[config.mk]
export PLATFORM = sky130hd
export DESIGN_NAME = serial_word_tx
export DESIGN_NICKNAME = d
export VERILOG_FILES = /design/src/rtl/serial_word_tx.sv
export SDC_FILE = /design/constraint.sdc
export NUM_CORES = 1
export LEC_CHECK = 0
export CORE_UTILIZATION = 39
export CTS_BUF_LIST = sky130_fd_sc_hd__clkbuf_8 sky130_fd_sc_hd__clkbuf_16
export DETAILED_ROUTE_END_ITERATION = 10
export SYNTH_ARGS = -nofsm -noshare
export SYNTH_HDL_FRONTEND = slang
export SYNTH_SLANG_ARGS = --single-unit
[constraint.sdc]
create_clock -name CLK -period 2 [get_ports CLK]
set_clock_uncertainty 0.1 [all_clocks]
set_input_delay 0.4 -clock CLK [delete_from_list [all_inputs] [get_ports CLK]]
set_output_delay 0.4 -clock CLK [all_outputs]
set_load 0.02 [all_outputs]
[src/rtl/serial_word_tx.sv]
// rtl/serial_word_tx.sv - framed parallel-to-serial word transmitter (start, MSB-first data, odd parity, stop, gap)
module serial_word_tx #(
  parameter int WIDTH      = 8,
  parameter bit IDLE_LEVEL = 1'b1,
  parameter int GAP_CYCLES = 1
) (
  input  logic             CLK,
  input  logic             CLR,
  input  logic [WIDTH-1:0] DIN,
  input  logic             DIN_VALID,
  output logic             DIN_READY,
  output logic             DOUT,
  output logic             DOUT_EN,
  output logic             BUSY,
  output logic             DONE
);

  typedef enum logic [2:0] {
    S_IDLE,
    S_START,
    S_DATA,
    S_PARITY,
    S_STOP,
    S_GAP
  } state_t;

  localparam int              CNT_W    = $clog2(WIDTH);
  localparam logic [CNT_W-1:0] BIT_LAST = CNT_W'(WIDTH - 1);
  localparam logic [3:0]      GAP_LAST = 4'((GAP_CYCLES > 0) ? GAP_CYCLES - 1 : 0);

  state_t             state, state_n;
  logic [WIDTH-1:0]   shreg, shreg_n;
  logic [CNT_W-1:0]   bit_cnt, bit_cnt_n;
  logic [3:0]         gap_cnt, gap_cnt_n;
  logic               parity, parity_n;
  logic               dout_n, dout_en_n, din_ready_n, busy_n, done_n;
  logic               accept;

  assign accept = DIN_VALID & DIN_READY;

  always_ff @(posedge CLK or negedge CLR) begin
    if (!CLR) begin
      state     <= S_IDLE;
      shreg     <= '0;
      bit_cnt   <= '0;
      gap_cnt   <= '0;
      parity    <= 1'b0;
      DOUT      <= IDLE_LEVEL;
      DOUT_EN   <= 1'b0;
      DIN_READY <= 1'b0;
      BUSY      <= 1'b0;
      DONE      <= 1'b0;
    end else begin
      state     <= state_n;
      shreg     <= shreg_n;
      bit_cnt   <= bit_cnt_n;
      gap_cnt   <= gap_cnt_n;
      parity    <= parity_n;
      DOUT      <= dout_n;
      DOUT_EN   <= dout_en_n;
      DIN_READY <= din_ready_n;
      BUSY      <= busy_n;
      DONE      <= done_n;
    end
  end

  always_comb begin
    state_n   = state;
    shreg_n   = shreg;
    bit_cnt_n = bit_cnt;
    gap_cnt_n = gap_cnt;
    parity_n  = parity;
    dout_n    = IDLE_LEVEL;
    dout_en_n = 1'b0;

    case (state)
      S_IDLE: begin
        if (accept) begin
          state_n  = S_START;
          shreg_n  = DIN;
          parity_n = ~(^DIN);
        end
      end
      S_START: begin
        state_n   = S_DATA;
        bit_cnt_n = '0;
      end
      S_DATA: begin
        if (bit_cnt == BIT_LAST) state_n = S_PARITY;
        else                     bit_cnt_n = bit_cnt + CNT_W'(1);
      end
      S_PARITY: state_n = S_STOP;
      S_STOP: begin
        gap_cnt_n = 4'd0;
        state_n   = (GAP_CYCLES == 0) ? S_IDLE : S_GAP;
      end
      S_GAP: begin
        if (gap_cnt == GAP_LAST) state_n = S_IDLE;
        else                     gap_cnt_n = gap_cnt + 4'd1;
      end
      default: state_n = S_IDLE;
    endcase

    // Outputs are decoded from the state being entered so they register on that same edge.
    case (state_n)
      S_START: begin
        dout_n    = ~IDLE_LEVEL;
        dout_en_n = 1'b1;
      end
      S_DATA: begin
        dout_n    = shreg[WIDTH-1];
        dout_en_n = 1'b1;
        shreg_n   = {shreg[WIDTH-2:0], 1'b0};
      end
      S_PARITY: begin
        dout_n    = parity;
        dout_en_n = 1'b1;
      end
      default: ;
    endcase

    din_ready_n = (state_n == S_IDLE);
    busy_n      = (state_n != S_IDLE);
    done_n      = (state == S_STOP);
  end

endmodule

# After elaboration in Yosys (flattened, before gate mapping)
# Index checks and enable logic that the tools add are counted.
# Widths: inputs -> output; s select.
[totals]
elab_cells = 52
output_inout_bits = 5
ff_bits = 24
[op_classes]
eq_ne = 11
n_bitwise = 2
n_reduce_logical = 14
add_sub_neg = 2
n_mux = 13
[op_table]
columns = ["operator", "count"]
rows = [
  ["$mux 8", 3],
  ["$pmux 3 s6", 1],
  ["$eq 3x2->1 const B", 4],
  ["$mux 3", 4],
  ["$eq 3x3->1 const B", 3],
  ["$pmux 4 s2", 1],
  ["$reduce_and 2->1", 4],
  ["$reduce_bool 2->1", 4],
  ["$reduce_xor 8->1", 1],
  ["$eq 3x1->1 const B", 2],
  ["$logic_not 3->1", 2],
  ["$pmux 3 s2", 1],
  ["$add 4x1->4 const B", 1],
  ["$logic_not 4->1", 1],
  ["$mux 4", 1],
  ["$ne 2x2->1 const B", 2],
  ["$add 3x1->3 const B", 1],
  ["$pmux 1 s3", 1],
  ["$reduce_bool 3->1", 1],
  ["$reduce_or 3->1", 1],
  ["$and 1x1->1", 1],
  ["$mux 1", 1],
  ["$not 1->1", 1],
]

# Depth between registers and ports, before layout
# Gate-level depths: netlist (run 1).
[depth]
ltp_word = 6
mapped_depth = 7

# Least setup slack after synthesis (run 1)
# Ideal clock, no wire load.
[synth_path]
path_kind = "reg2reg"
startpoint = "register bit_cnt[0]"
endpoint = "register shreg[5]"
path_stages_with_launch = 7
t_arrival_ns = 1.883
setup_time_ns = 0.136
synth_period_minus_slack_ns = 2.120
path_slack_ns = -0.120
required_ns = 1.764
path_cell_list = "dfrtp_1 > ha_1 > ha_1 > or3b_2 > a21oi_1 > clkbuf_1 > o21ai_0"
[synth_between]
elab_chain_len = 6
elab_cells_between_ends = 8
classes_between = "2 x eq/ne; 3 x mux; 3 x reduce/logical"
[synth_lines]
columns = ["element", "line", "source"]
rows = [
  ["start: declaration", "33", "logic [CNT_W-1:0] bit_cnt, bit_cnt_n;"],
  ["start signal: assignment", "56", "bit_cnt <= bit_cnt_n;"],
  ["$eq 3x3->1 *", "89", "if (bit_cnt == BIT_LAST) state_n = S_PARITY;"],
  ["$mux 3 *", "89", ""],
  ["$pmux 3 s6 *", "76", "case (state)"],
  ["$eq 3x2->1 *", "105", "case (state_n)"],
  ["$reduce_bool 2->1 (no source line)", "--", ""],
  ["$reduce_and 2->1 (no source line)", "--", ""],
  ["end signal: assignment", "55", "shreg <= shreg_n;"],
  ["end: declaration", "32", "logic [WIDTH-1:0] shreg, shreg_n;"],
]
# Mark *: on every way between the ends. The rest lies on a longest branch, timed or not.
# A chain may end at the register's enable or synchronous reset.

# Worst setup path after layout (run 1)
[layout_path]
startpoint = "register gap_cnt[1]"
endpoint = "register DOUT"
[layout_between]
elab_chain_len = 5
elab_cells_between_ends = 7
classes_between = "3 x eq/ne; 3 x mux; 1 x reduce/logical"
[layout_lines]
columns = ["element", "line", "source"]
rows = [
  ["start: declaration", "34", "logic [3:0] gap_cnt, gap_cnt_n;"],
  ["start signal: assignment", "57", "gap_cnt <= gap_cnt_n;"],
  ["$logic_not 4->1 *", "98", "if (gap_cnt == GAP_LAST) state_n = S_IDLE;"],
  ["$mux 3 *", "98", ""],
  ["$pmux 3 s6 *", "76", ""],
  ["via state_n[2]", "31", "state_t state, state_n;"],
  ["$eq 3x2->1 / $eq 3x1->1 (equally long branches)", "105", ""],
  ["$pmux 1 s3 *", "105", ""],
  ["via dout_n", "36", "logic dout_n, dout_en_n, din_ready_n, busy_n, done_n;"],
  ["end signal: assignment", "59", "DOUT <= dout_n;"],
  ["end: declaration", "12", "output logic DOUT,"],
]
# Mark *: on every way through the listed nets, which the timed path passes. The rest lies on a longest branch.

==> results of run 1 <==
per-stage QoR:
step | setup slack, ps | std cells | power [uW] | TNS [ps] | hold WS [ps]
after global placement | 75.9 | 174 | 1780 | 0 | 363
after global routing | -42.3 | 182 | 2370 | -42.3 | 431
after floorplan | 1.67 | 113 | 1460 | 0 | 4.41
final | 17.7 | 182 | 2200 | 0 | 388
after detailed placement | 20.2 | 174 | 1810 | 0 | 374
after CTS | 3.61 | 178 | 2100 | 0 | 393
cells in the mapped netlist, drive strengths merged (2+ instances only):
master,n,area [sq um]
xnor2,11,96.3
nand2,8,30.0
mux2,3,33.8
o21ai,7,35.0
dfrtp,23,576
nor2b,2,12.5
and2,2,12.5
ha,4,50.1
or3b,2,17.5
nor3,3,15.0
mux2i,8,80.1
a22o,5,43.8
buf,2,16.3
clkbuf,5,18.8
and4,2,17.5
a21oi,2,10.0
nor2,6,22.5
or3,3,23.8
inv,3,11.3
nand2b,2,12.5
power by group through the flow:
stage	registers (uW)	logic [uW]	clock network (uW)
6_report	767	1150	282
5_1_grt	789	1270	312
4_1_cts	770	1040	298
3_5_place_dp	779	1030	0
3_3_place_gp	775	1010	0
2_1_floorplan	817	645	0
worst max-delay path, delay by kind of cell, from the launching register on:
family,cells,cell delay [ps]
flops,1,400
simple gates,3,900
fa+ha+maj,1,110
buf+inv,1,80
compound gates,1,320
final timing paths:
| check | endpoint | cells past startpoint |
|---|---|---|
| worst max-delay path | DOUT | 6 |
| worst min-delay path | shreg[1] | 2 |
| worst max register to register | DOUT | 6 |
| worst min register to register | shreg[1] | 2 |
| max in group asynchronous | DOUT | 2 |
| min in group asynchronous | state[1] | 2 |
layout make-up:
class | count | area [sq um] | share of cell area (%)
clock buffer | 3 | 41.3 | 2.56
clock inverter | 1 | 3.75 | 0.233
inverter | 3 | 11.3 | 0.698
multi-input combinational | 79 | 623 | 38.6
sequential | 24 | 602 | 37.3
tap | 44 | 55.1 | 3.41
timing repair buffer | 28 | 278 | 17.2
logic make-up (layout without fill, tap and decap cells):
logic type | Yosys count | count (layout)
AOI/OAI and AO/OA | 18 | 18
xor gates and xnor gates | 11 | 11
adders and majority gates | 4 | 4
buffers and inverters | 10 | 35
DFF | 24 | 24
muxes | 11 | 11
and+or+nand+nor | 35 | 35
cell usage in the layout, fill, tap and decap left out, types with 3 or more instances in the layout:
cell              n
dfrtp_1          23
xnor2_1          11
o21ai_0           6
clkbuf_8          3
clkdlybuf4s50_1  15
nor2_1            6
buf_4            11
nand2_1           8
nor3_1            3
ha_1              3
mux2_2            3
mux2i_1           8
a22o_1            5
timing repair:
action / 4_1_cts / 5_1_grt
endpoints found under the hold margin: 0 / 0
setup endpoints to repair: 0 / 10
resized for setup: 0 / 8
buffers inserted: 0 / 3
layer usage:
layer  global-route usage (%)  up-vias  share of wire, %
met3                     3.96        0               3.6
li1                         -      443                 -
met1                     17.5      423                45
met5                        0        -                 0
met2                     25.9       16                52
met4                     2.04        0                 0
sequential cells by signal (all words and copies together) (netlist names):
| name | flops |
|---|---|
| DOUT | 1 |
| parity | 1 |
| state | 3 |
| shreg | 8 |
| gap_cnt | 4 |
| DOUT_EN | 1 |
| DIN_READY | 1 |
| BUSY | 1 |
| DONE | 1 |
| bit_cnt | 3 |
==> summary.txt, run 1 <==
Cells and area
  • Layout cells sized above 1: 21.0%
  • Layout Cell Area excl Fill: 1610 sq um
  • Filler cells: 293
  • Final Core Density: 53.3%
  • N_diodes: 0
  • Area delta synth->final: 30.4%
  • Nets: 154

Logic synthesis
  • Yosys reg bits: 24
  • Post-synthesis simple-gate area fraction: 16.8%
  • Mapped Cells: 113
  • Async SR Flop Fraction: 100%
  • Post-synthesis net count: 128
  • Post-Synth Adder-Cell Area: 4.04%
  • Mean post-synth cell area: 11.0 sq um
  • Xor/xnor cell area share of the yosys netlist: 7.79%
  • Compound-gate portion of the synthesized area: 9.81%
  • Largest family of logic cells by synthesized area: simple AND/OR/NAND/NOR gates
  • Multiplexer share of the synthesized area: 9.20%
  • Post-synth EDFFs: 0
  • Prevailing post-synth register cell: dfrtp_1
  • Library cells used by synthesis: 34
  • Synth Warn #: 0
  • Cell Area, Synth: 1240 sq um
  • Post-synthesis sequential area ratio: 48.6%

Detailed routing
  • DR pass1 iterations: 2
  • Vias: 882
  • Drt wl/cell: 12.6 microns
  • Drt drc: 0
  • Total Wirelength: 2290 microns
  • Vias/cell: 4.85
  • ANT nets after route: 0
  • Iter 0 DRT Violations: 16

STA
  • Slew Viols, Final: 0
  • Worst slew pin tran: 309 ps
  • FMAX: 504 MHz
  • RSZ-0062 raised after global routing: yes
  • Final Hold Viols: 0
  • Crit share post-route: 99.1%
  • Final setup violation count: 0
  • Worst slew margin: 79.2%
  • Tmin final: 1980 ps

Floorplan
  • # IOs: 16
  • Initial Util: 40.9%
  • Die area: 3400 sq um
  • # rows: 20
  • Die Y: 58.3 microns
  • Die Width: 58.3 microns
  • Core area: 3030 sq um

Power and ir drop
  • Sequential cell fraction of total power: 34.8%
  • Cell area power density: 1360 nW/um^2
  • Switching share of power: 34.8%
  • NetSw: 767 uW
  • Max IR drop VDD: 0.000563 V
  • Logic pwr share: 52.3%
  • P_leak: 0.000699 uW
  • Cell Int Power: 1430 uW
  • Clock share of power: 12.8%

Worst setup path
  • Max FO, Critical Path: 4
  • R2r startpoint: gap_cnt[1]
  • CP Cell Sequence: inv_2 -> ha_4 -> or3b_4 -> and3_4 -> or3_4 -> a311o_1
  • Slowest-stage cell, CP: dfrtp_1
  • CP startpoint kind: flop
  • R2R Setup Slk: 20 ps
  • Worst Setup End Kind: flop
  • CP Launch Point: gap_cnt[1]
  • CP required: 2090 ps
  • WS Path Type: reg -> reg
  • Worst Path Arrival: 2070 ps
  • Worst path max stage delay: 400 ps

Global route
  • Initial antenna violation count: 0
  • Largest net degree at the start of global routing: 25
  • Total gr overflow: 0
  • Number of global-route vias before repair: 864
  • Gr usage total: 14.4%
  • First-pass GRT wire length: 3750 microns

CTS
  • CTS tree: built
  • CTS Buf Count: 3
  • Clock-pin slew on the worst setup and hold paths: 80 ps
  • Clock buffer depth: 2
  • Hold Buf Count CTS: 0
  • Skew-Pair Late Insertion Delay: 260 ps
  • CTS root buf: clkbuf_8
  • CTS sink cnt: 24
  • Htree depth: 1

Flow run
  • MaxCap Viol Count: 0

Placement
  • Final GP Congestion: 0.746
  • DPL Wire Length: 1600 microns
  • Buffers added on ports: 15
  • Post-DP Area: 1490 sq um

Worst hold path
  • Hold Crit Class: reg -> reg
  • Worst Hold Launch: shreg[0]

Status
  • Status: finished clean
No activity file was read; power rests on OpenSTA's default activity.
==> run 2, diff against run 1 <==
--- a/config.mk
+++ b/config.mk
@@ -11,3 +11,4 @@
 export SYNTH_ARGS = -nofsm -noshare
 export SYNTH_HDL_FRONTEND = slang
 export SYNTH_SLANG_ARGS = --single-unit
+export TNS_END_PERCENT = 20
==> run 2 against run 1 <==
  * Critical path depth is the same
  * Highest routed layer is now met4
  * Maximum frequency is 0.85% higher
  * Register-to-register slack gained 20 ps
  * Wire length is 1.3% lower
  * Largest power group unchanged
  * Via count is 0.45% higher
==> summary.txt, run 2 (synthesis results as in run 1) <==
Worst setup path
  • CP required: 2100 ps (was 2090 ps)
  • Worst Setup EP: DOUT (unchanged)
  • Worst Path Arrival: 2070 ps (about the same)
  • Slowest-stage cell, CP: dfrtp_1 (unchanged)
  • Worst R2R Path Depth: 6 (unchanged)
  • Worst Setup End Kind: flop (unchanged)
  • WS Path Type: reg -> reg (unchanged)
  • FF-to-FF End: DOUT (unchanged)
  • Max FO, Critical Path: 4 (unchanged)
  • CP Cell Sequence: inv_2 -> ha_4 -> or3b_1 -> and3_4 -> or3_4 -> a311o_1 (was inv_2 -> ha_4 -> or3b_4 -> and3_4 -> or3_4 -> a311o_1)
  • Worst path max stage delay: 410 ps (was 400 ps)
  • R2r startpoint: gap_cnt[1] (unchanged)
  • R2R Setup Slk: 30 ps (was 20 ps)
  • CP Launch Point: gap_cnt[1] (unchanged)
  • CP startpoint kind: flop (unchanged)

CTS
  • CTS Buf Count: 3 (unchanged)
  • Htree depth: 1 (unchanged)
  • Hold Buf Count CTS: 0 (unchanged)
  • Clock-pin slew on the worst setup and hold paths: 90 ps (was 80 ps)
  • Skew-Pair Late Insertion Delay: 270 ps (was 260 ps)
  • Clock buffer depth: 2 (unchanged)
  • CTS tree: built (unchanged)
  • CTS root buf: clkbuf_8 (unchanged)
  • CTS sink cnt: 24 (unchanged)

Cells and area
  • N_diodes: 0 (unchanged)
  • Nets: 154 (unchanged)
  • Final non-filler cell total: 182 (unchanged)
  • Layout Cell Area excl Fill: 1610 sq um (unchanged)
  • Most frequent cells in the layout: 23 x dfrtp_1, 15 x clkdlybuf4s50_1, 12 x buf_4 (was 23 x dfrtp_1, 15 x clkdlybuf4s50_1, 11 x xnor2_1, 11 x buf_4)
  • Commonest non-fill, non-tap cell in the layout: dfrtp_1 (unchanged)
  • Area delta synth->final: 30.4% (unchanged)
  • Layout cells sized above 1: 21.7% (was 21.0%)
  • Max FFs per register: 8 (unchanged)
  • Filler cells: 279 (was 293)
  • Biggest regs: shreg (8), gap_cnt (4) (unchanged)
  • Reg with most FFs: shreg (unchanged)
  • Final Core Density: 53.3% (unchanged)

Detailed routing
  • ANT nets after route: 0 (unchanged)
  • DR pass1 iterations: 2 (unchanged)
  • Vias: 886 (was 882)
  • Vias/cell: 4.87 (was 4.85)
  • Drt drc: 0 (unchanged)
  • Iter 0 DRT Violations: 14 (was 16)
  • Drt wl/cell: 12.4 microns (was 12.6 microns)
  • Total Wirelength: 2260 microns (was 2290 microns)

Power and ir drop
  • Tot Pwr: 2280 uW (was 2200 uW)
  • P_leak: 0.000701 uW (was 0.000699 uW)
  • Cell area power density: 1410 nW/um^2 (was 1360 nW/um^2)
  • Max IR drop VDD: 0.000458 V (was 0.000563 V)

STA
  • Worst slew pin tran: 318 ps (was 309 ps)
  • Slew Viols, Final: 0 (unchanged)
  • FMAX: 509 MHz (was 504 MHz)
  • Min Hold Slack: 386 ps (was 388 ps)
  • Tmin final: 1970 ps (was 1980 ps)
  • Worst slew margin: 78.7% (was 79.2%)
  • Crit share post-route: 98.3% (was 99.1%)
  • Final Hold Viols: 0 (unchanged)
  • Final setup violation count: 0 (unchanged)
  • RSZ-0062 raised after global routing: yes (unchanged)

Floorplan
  • Die Y: 58.3 microns (unchanged)
  • # rows: 20 (unchanged)
  • Initial Util: 40.9% (unchanged)
  • Core area: 3030 sq um (unchanged)
  • # IOs: 16 (unchanged)
  • Die area: 3400 sq um (unchanged)
  • Die Width: 58.3 microns (unchanged)

Placement
  • Buffers added on ports: 15 (unchanged)
  • DP Cell Count: 175 (was 174)
  • DPL Wire Length: 1680 microns (was 1600 microns)
  • Post-DP Area: 1500 sq um (was 1490 sq um)
  • Final GP Congestion: 0.706 (was 0.746)

Global route
  • Initial antenna violation count: 0 (unchanged)
  • M3 GR Usage: 2.64% (was 3.96%)
  • Number of global-route vias before repair: 946 (was 864)
  • Grt met1 use: 20.9% (was 17.5%)
  • First-pass GRT wire length: 4090 microns (was 3750 microns)
  • Largest net degree at the start of global routing: 25 (unchanged)
  • Gr usage total: 15.9% (was 14.4%)
  • Total gr overflow: 0 (unchanged)
  • Met2 Use GR: 26.1% (was 25.9%)
  • GR peak layer: met2 (unchanged)

Status
  • Status: finished clean (unchanged)

Worst hold path
  • Hold Crit Class: in -> async (was reg -> reg)

Flow run
  • MaxCap Viol Count: 0 (unchanged)
[run 2: changes by cell type in the layout (fill, tap and decap cells not counted), sizes merged]
cell / previous run / this run
bufinv: 0 / 1
clkbuf: 4 / 3
inv: 4 / 3
buf: 12 / 13
[run 2: layout make-up]
type	count	area [sq um]	share of cell area, %
Clock inverter	1	30.0	1.86
Clock buffer	3	41.3	2.56
Tap cell	44	55.1	3.41
Sequential cell	24	602	37.3
Timing Repair Buffer	28	260	16.1
Inverter	3	11.3	0.698
Multi-Input combinational cell	79	614	38.1
[run 2: through the flow]
| step | setup TNS, ps | worst slack [ps] |
|---|---|---|
| after floorplan | -15.3 | -15.3 |
| after global placement | 0 | 71.8 |
| after detailed placement | 0 | 37.4 |
| after CTS | 0 | 20.1 |
| after global routing | -5.76 | -5.76 |
| final | 0 | 34.4 |
[run 2: how the worst min path moves through the flow]
stage	from	endpoint	slack, ps	cells after the start
CTS	CLR	BUSY	400	2
floorplan	CLR	BUSY	4	0
global route	CLR	state[1]	400	2
detailed placement	shreg[1]	shreg[2]	370	2
finish	CLR	BUSY	390	2
global placement	shreg[4]	shreg[5]	360	2
[run 2: power breakdown]
group | total, uW | switching, uW | internal, uW
clock | 430 | 163 | 268
combinational | 1080 | 505 | 577
sequential | 769 | 98.2 | 671
total | 2280 | 766 | 1510
[run 2: routing by layer]
metal	routed length, microns	part of all wire, %	vias to the layer above
li1	-	-	443
met1	1100	49	425
met2	1070	47	14
met3	65	2.9	4
met4	25	1.1	0
met5	0	0	-
[run 2: repair_timing]
item                       in CTS  in global routing
setup endpoints to repair       0                  9
resized for setup               0                  6
setup buffers                   0                  3
[run 2: critical path: cells and delay by family (launching register included)]
family	cells	cell delay, ps
buffers and inverters	1	80
AO/OA/AOI/OAI	1	320
flip-flops	1	410
adder cells (fa/ha/maj)	1	110
AND/OR/NAND/NOR	3	880
==> run 3, diff against run 2 <==
--- a/config.mk
+++ b/config.mk
@@ -11,4 +11,3 @@
 export SYNTH_ARGS = -nofsm -noshare
 export SYNTH_HDL_FRONTEND = slang
 export SYNTH_SLANG_ARGS = --single-unit
-export TNS_END_PERCENT = 20
==> constraint.sdc (replaced) <==
create_clock -name CLK -period 1.8 [get_ports CLK]
set_clock_uncertainty 0.1 [all_clocks]
set_input_delay 0.36 -clock CLK [delete_from_list [all_inputs] [get_ports CLK]]
set_output_delay 0.36 -clock CLK [all_outputs]
set_load 0.02 [all_outputs]
==> run 3 against run 2 <==
  * The flow now finishes with violations (setup timing)
  * Combinational power grew 44%
  * Die area stayed put
  * Critical endpoint unchanged
  * Critical path type unchanged
  * Clock power grew 12%
  * First-iteration DRC count rose by 64%
  * Worst hold slack got worse by 44 ps
==> summary.txt, run 3 (synthesis results as in run 1) <==
Status
  • Status: finished with violations (was finished clean)
  • Failing checks: setup timing

Detailed routing
  • Iter 0 DRT Violations: 23 (was 14)
  • Drt drc: 0 (unchanged)
  • DR pass1 iterations: 4 (was 2)
  • Drt wl/cell: 13.7 microns (was 12.4 microns)
  • ANT nets after route: 0 (unchanged)
  • Vias: 936 (was 886)
  • Total Wirelength: 2580 microns (was 2260 microns)
  • Vias/cell: 4.95 (was 4.87)

Floorplan
  • Die Y: 58.3 microns (unchanged)
  • Initial Util: 40.9% (unchanged)
  • # IOs: 16 (unchanged)
  • Die area: 3400 sq um (unchanged)
  • Core area: 3030 sq um (unchanged)
  • # rows: 20 (unchanged)
  • Die Width: 58.3 microns (unchanged)

STA
  • Slew Viols, Final: 0 (unchanged)
  • Crit share post-route: 106% (was 98.3%)
  • Final setup violation count: 7 (was 0)
  • FMAX: 523 MHz (was 509 MHz)
  • Worst slew margin: 76.0% (was 78.7%)
  • RSZ-0062 raised after global routing: yes (unchanged)
  • Final Hold Viols: 0 (unchanged)
  • Worst slew pin tran: 357 ps (was 318 ps)
  • Tmin final: 1910 ps (was 1970 ps)
  • Slack of the critical path: -114 ps (was 34.4 ps)

CTS
  • Clock-pin slew on the worst setup and hold paths: 90 ps (about the same)
  • Clock buffer depth: 2 (unchanged)
  • CTS sink cnt: 24 (unchanged)
  • Htree depth: 1 (unchanged)
  • Skew-Pair Late Insertion Delay: 270 ps (about the same)
  • CTS Buf Count: 3 (unchanged)
  • CTS tree: built (unchanged)
  • Hold Buf Count CTS: 0 (unchanged)
  • CTS root buf: clkbuf_8 (unchanged)

Cells and area
  • Final Core Density: 58.2% (was 53.3%)
  • Max FFs per register: 8 (unchanged)
  • Layout Cell Area excl Fill: 1760 sq um (was 1610 sq um)
  • Area of the multi-input gates: 683 sq um (was 614 sq um)
  • Reg with most FFs: shreg (unchanged)
  • Filler cells: 272 (was 279)
  • Area delta synth->final: 42.4% (was 30.4%)
  • Nets: 161 (was 154)
  • Biggest regs: shreg (8), gap_cnt (4) (unchanged)
  • Final non-filler cell total: 189 (was 182)
  • Register area: 602 sq um (unchanged)
  • Most frequent cells in the layout: 23 x dfrtp_1, 16 x buf_4, 14 x clkdlybuf4s50_1 (was 23 x dfrtp_1, 15 x clkdlybuf4s50_1, 12 x buf_4)
  • N_diodes: 0 (unchanged)
  • Commonest non-fill, non-tap cell in the layout: dfrtp_1 (unchanged)
  • Layout cells sized above 1: 35.2% (was 21.7%)

Power and ir drop
  • Cell area power density: 1650 nW/um^2 (was 1410 nW/um^2)
  • Max IR drop VDD: 0.000728 V (was 0.000458 V)
  • Tot Pwr: 2910 uW (was 2280 uW)
  • P_leak: 0.000779 uW (was 0.000701 uW)

Placement
  • DPL Wire Length: 1770 microns (was 1680 microns)
  • DP Cell Count: 179 (was 175)
  • Buffers added on ports: 15 (unchanged)
  • Post-DP Area: 1550 sq um (was 1500 sq um)
  • Dpl ws: -152 ps (was 37.4 ps)
  • Final GP Congestion: 0.716 (was 0.706)

Worst setup path
  • R2r startpoint: gap_cnt[1] (unchanged)
  • WS Path Type: reg -> reg (unchanged)
  • CP required: 1900 ps (was 2100 ps)
  • Worst Path Arrival: 2020 ps (was 2070 ps)
  • Worst Setup End Kind: flop (unchanged)
  • CP startpoint kind: flop (unchanged)
  • R2R Setup Slk: -110 ps (was 30 ps)
  • Worst R2R Path Depth: 6 (unchanged)
  • FF-to-FF End: DOUT (unchanged)
  • Max FO, Critical Path: 4 (unchanged)

Global route
  • Largest net degree at the start of global routing: 25 (unchanged)
  • First-pass GRT wire length: 4620 microns (was 4090 microns)
  • Number of global-route vias before repair: 1,032 (was 946)
  • Gr usage total: 18.2% (was 15.9%)
  • Initial antenna violation count: 0 (unchanged)
  • Total gr overflow: 0 (unchanged)

Flow run
  • MaxCap Viol Count: 0 (unchanged)

Worst hold path
  • Hold Crit Class: in -> async (unchanged)
==> run 3: worst max-delay path by stage <==
stage	startpoint	end	cells past startpoint	slack [ps]
finish	gap_cnt[1]	DOUT	6	-110
global route	gap_cnt[0]	DOUT	6	-180
CTS	gap_cnt[1]	DOUT	6	-100
detailed placement	DIN_VALID	shreg[3]	5	-150
global placement	gap_cnt[1]	DOUT	6	-100
floorplan	gap_cnt[0]	DOUT	7	-200
==> run 3: metrics by stage <==
step	hold slack [ps]	setup TNS (ps)
floorplan	-35.6	-196
global placement	363	-556
detailed placement	368	-841
CTS	354	-171
global route	372	-797
finish	342	-163
==> run 3: final cells by class <==
class	instances	share of cell area [%]
clock inverters	1	1.70
well taps	44	3.12
flip-flops and latches	24	34.2
multi-input cells	79	38.8
inverters	3	0.639
repair buffers	35	19.2
clock buffers	3	2.34
==> run 3: where the power goes <==
part	total (uW)	leakage (uW)	internal [uW]	switching (uW)
logic	1550	0.000434	836	719
registers	875	0.000309	745	130
clock network	482	0.0000357	297	184
==> run 3: routing by layer <==
metal	vias to the layer above	wire (microns)	track usage, %
li1	456	-	-
met1	464	1210	22.6
met2	14	1300	31.4
met3	2	57	2.86
met4	0	16	7.82
met5	-	0	0
==> run 3: timing repair <==
action,4_1_cts,5_1_grt
resized for setup,29,4
gates cloned,1,0
pin swaps,11,0
endpoints found under the setup margin,11,11
buffers inserted,5,1
==> run 3: worst max-delay path, stage by stage, from the launching register on <==
cell	delay, ps
dfrtp_1	380
inv_1	80
ha_1	130
or3b_4	370
and3_4	160
or3_4	360
a311o_1	270
==> patch, RTL diff (flow settings as in run 3) <==
The parameter `IDLE_LEVEL` goes from 1'b1 to 1'b0.
--- a/src/rtl/serial_word_tx.sv
+++ b/src/rtl/serial_word_tx.sv
@@ -3,3 +3,3 @@
   parameter int WIDTH      = 8,
-  parameter bit IDLE_LEVEL = 1'b1,
+  parameter bit IDLE_LEVEL = 1'b0,
   parameter int GAP_CYCLES = 1
Formal check against the unedited RTL: not equivalent (a bounded check fails within 4 cycles, from zero or initial values).
==> patch against run 3 <==
  * The run still ends with negative setup slack left
  * Routed wire length up 0.74%
  * Cell area up 1.3%
  * Sequential cell count unchanged
  * Area after synthesis down 0.51%
  * Power down 4.6%
  * Setup slack better by 0.090 ns
  * Critical path type unchanged
==> patch: results (changes against run 3) <==
- Result of the run: complete, but fails checks (unchanged).
- Violated checks: negative setup slack (unchanged).
- The met2 global-route usage came to 27.8% (was 31.4%).
- The fill cell instance count of the final layout is 267 (was 272).
- The global placer's final weighted congestion is 0.777 (was 0.716).
- The count of clock-net buffers in the final layout is 4 (was 3).
- The largest stage delay on the critical path is 0.40 ns (was 0.38 ns).
- The worst path setup slack after routing is -0.0235 ns (was -0.114 ns).
- The share of the final layout cell area in multi-input gates is 37.6% (was 38.8%).
- The post-synth net total is 133 (was 128).
- The number of signal-net buffers in the layout was 42 (was 35).
- The wire length after detailed routing is 2.60 mm (was 2.58 mm).
- The growth of design area from synthesis to finish is 44.9% (was 42.4%).
- The fraction of layout cells with a size suffix above 1 is 37.1% (was 35.2%).
- The data arrival time of the critical path was 1.91 ns (was 2.02 ns).
- The global routing met1 resource utilization is 21.1% (was 22.6%).
- The share of synthesized area occupied by flip-flops and latches came to 48.8% (was 48.6%).
- The worst hold margin is 0.349 ns (was 0.342 ns).
- The reg-to-reg critical path endpoint is DOUT (unchanged).
- The standard cell area after detailed placement was 1600 sq um (was 1550 sq um).
- The met2 wire length was 1.32 mm (was 1.30 mm).
- The sum of negative setup slack was -0.0237 ns (was -0.163 ns).
- The peak supply drop is 0.787 mV (was 0.728 mV).
- The count of endpoints failing setup in the final report is 2 (was 7).
- The standby leakage power is 0.000795 uW (was 0.000779 uW).
- The via count of the first global-routing pass is 1,005 (was 1,032).
- The headroom to the max-slew limit is 76.9% (was 76.0%).
- Biggest area contributors in the synthesized netlist: sky130_fd_sc_hd__dfrtp_1, sky130_fd_sc_hd__mux2i_1, sky130_fd_sc_hd__xnor2_1 (was sky130_fd_sc_hd__dfrtp_1, sky130_fd_sc_hd__xnor2_1, sky130_fd_sc_hd__mux2i_1).
- The minimum setup slack after placement was -0.118 ns (was -0.152 ns).
- The fraction of area in non-clock buffers was 21.5% (was 19.2%).
- Most instantiated cells after synthesis: sky130_fd_sc_hd__dfrtp_1, sky130_fd_sc_hd__nand2_1, sky130_fd_sc_hd__o21ai_0 (was sky130_fd_sc_hd__dfrtp_1, sky130_fd_sc_hd__xnor2_1, sky130_fd_sc_hd__mux2i_1, sky130_fd_sc_hd__nand2_1).
- The detailed placer's ending HPWL was 1.76 mm (was 1.77 mm).
- The global-route usage over all layers is 16.4% (was 18.2%).
- The number of nets in the layout is 175 (was 161).
- The via density per instance came to 4.94 (was 4.95).
- The count of mapped cells out of synthesis came to 118 (was 113).
- The met3 track demand over resource in global routing is 3.35% (was 2.86%).
- The number of multi-input logic gates is 84 (was 79).
patch: where the power goes:
group          switching, uW  internal [uW]
logic                    701            820
registers                150            740
clock network            173            195
total                   1020           1760
patch: worst max-delay path by stage:
stage / startpoint / endpoint / depth (start not counted)
after floorplan: gap_cnt[0] / DOUT / 6
after global placement: gap_cnt[1] / DOUT / 6
after detailed placement: gap_cnt[1] / DOUT / 6
after CTS: gap_cnt[0] / DOUT / 6
after global routing: gap_cnt[1] / DOUT / 6
final: gap_cnt[1] / DOUT / 6
patch: logic make-up after synthesis:
logic type | share of synthesized area, %
XOR/XNOR | 7.11
AO/OA/AOI/OAI | 11.9
buffers and inverters | 3.66
multiplexers | 8.23
AND/OR/NAND/NOR | 16.3
flip-flops | 48.8
adder cells (fa/ha/maj) | 4.07
patch: repair_timing:
| item | 4_1_cts | 5_1_grt |
|---|---|---|
| resized for setup | 7 | 22 |
| cloned | 0 | 1 |
| setup buffers | 3 | 2 |
| endpoints found under the setup margin | 10 | 8 |
| pin swaps | 4 | 7 |
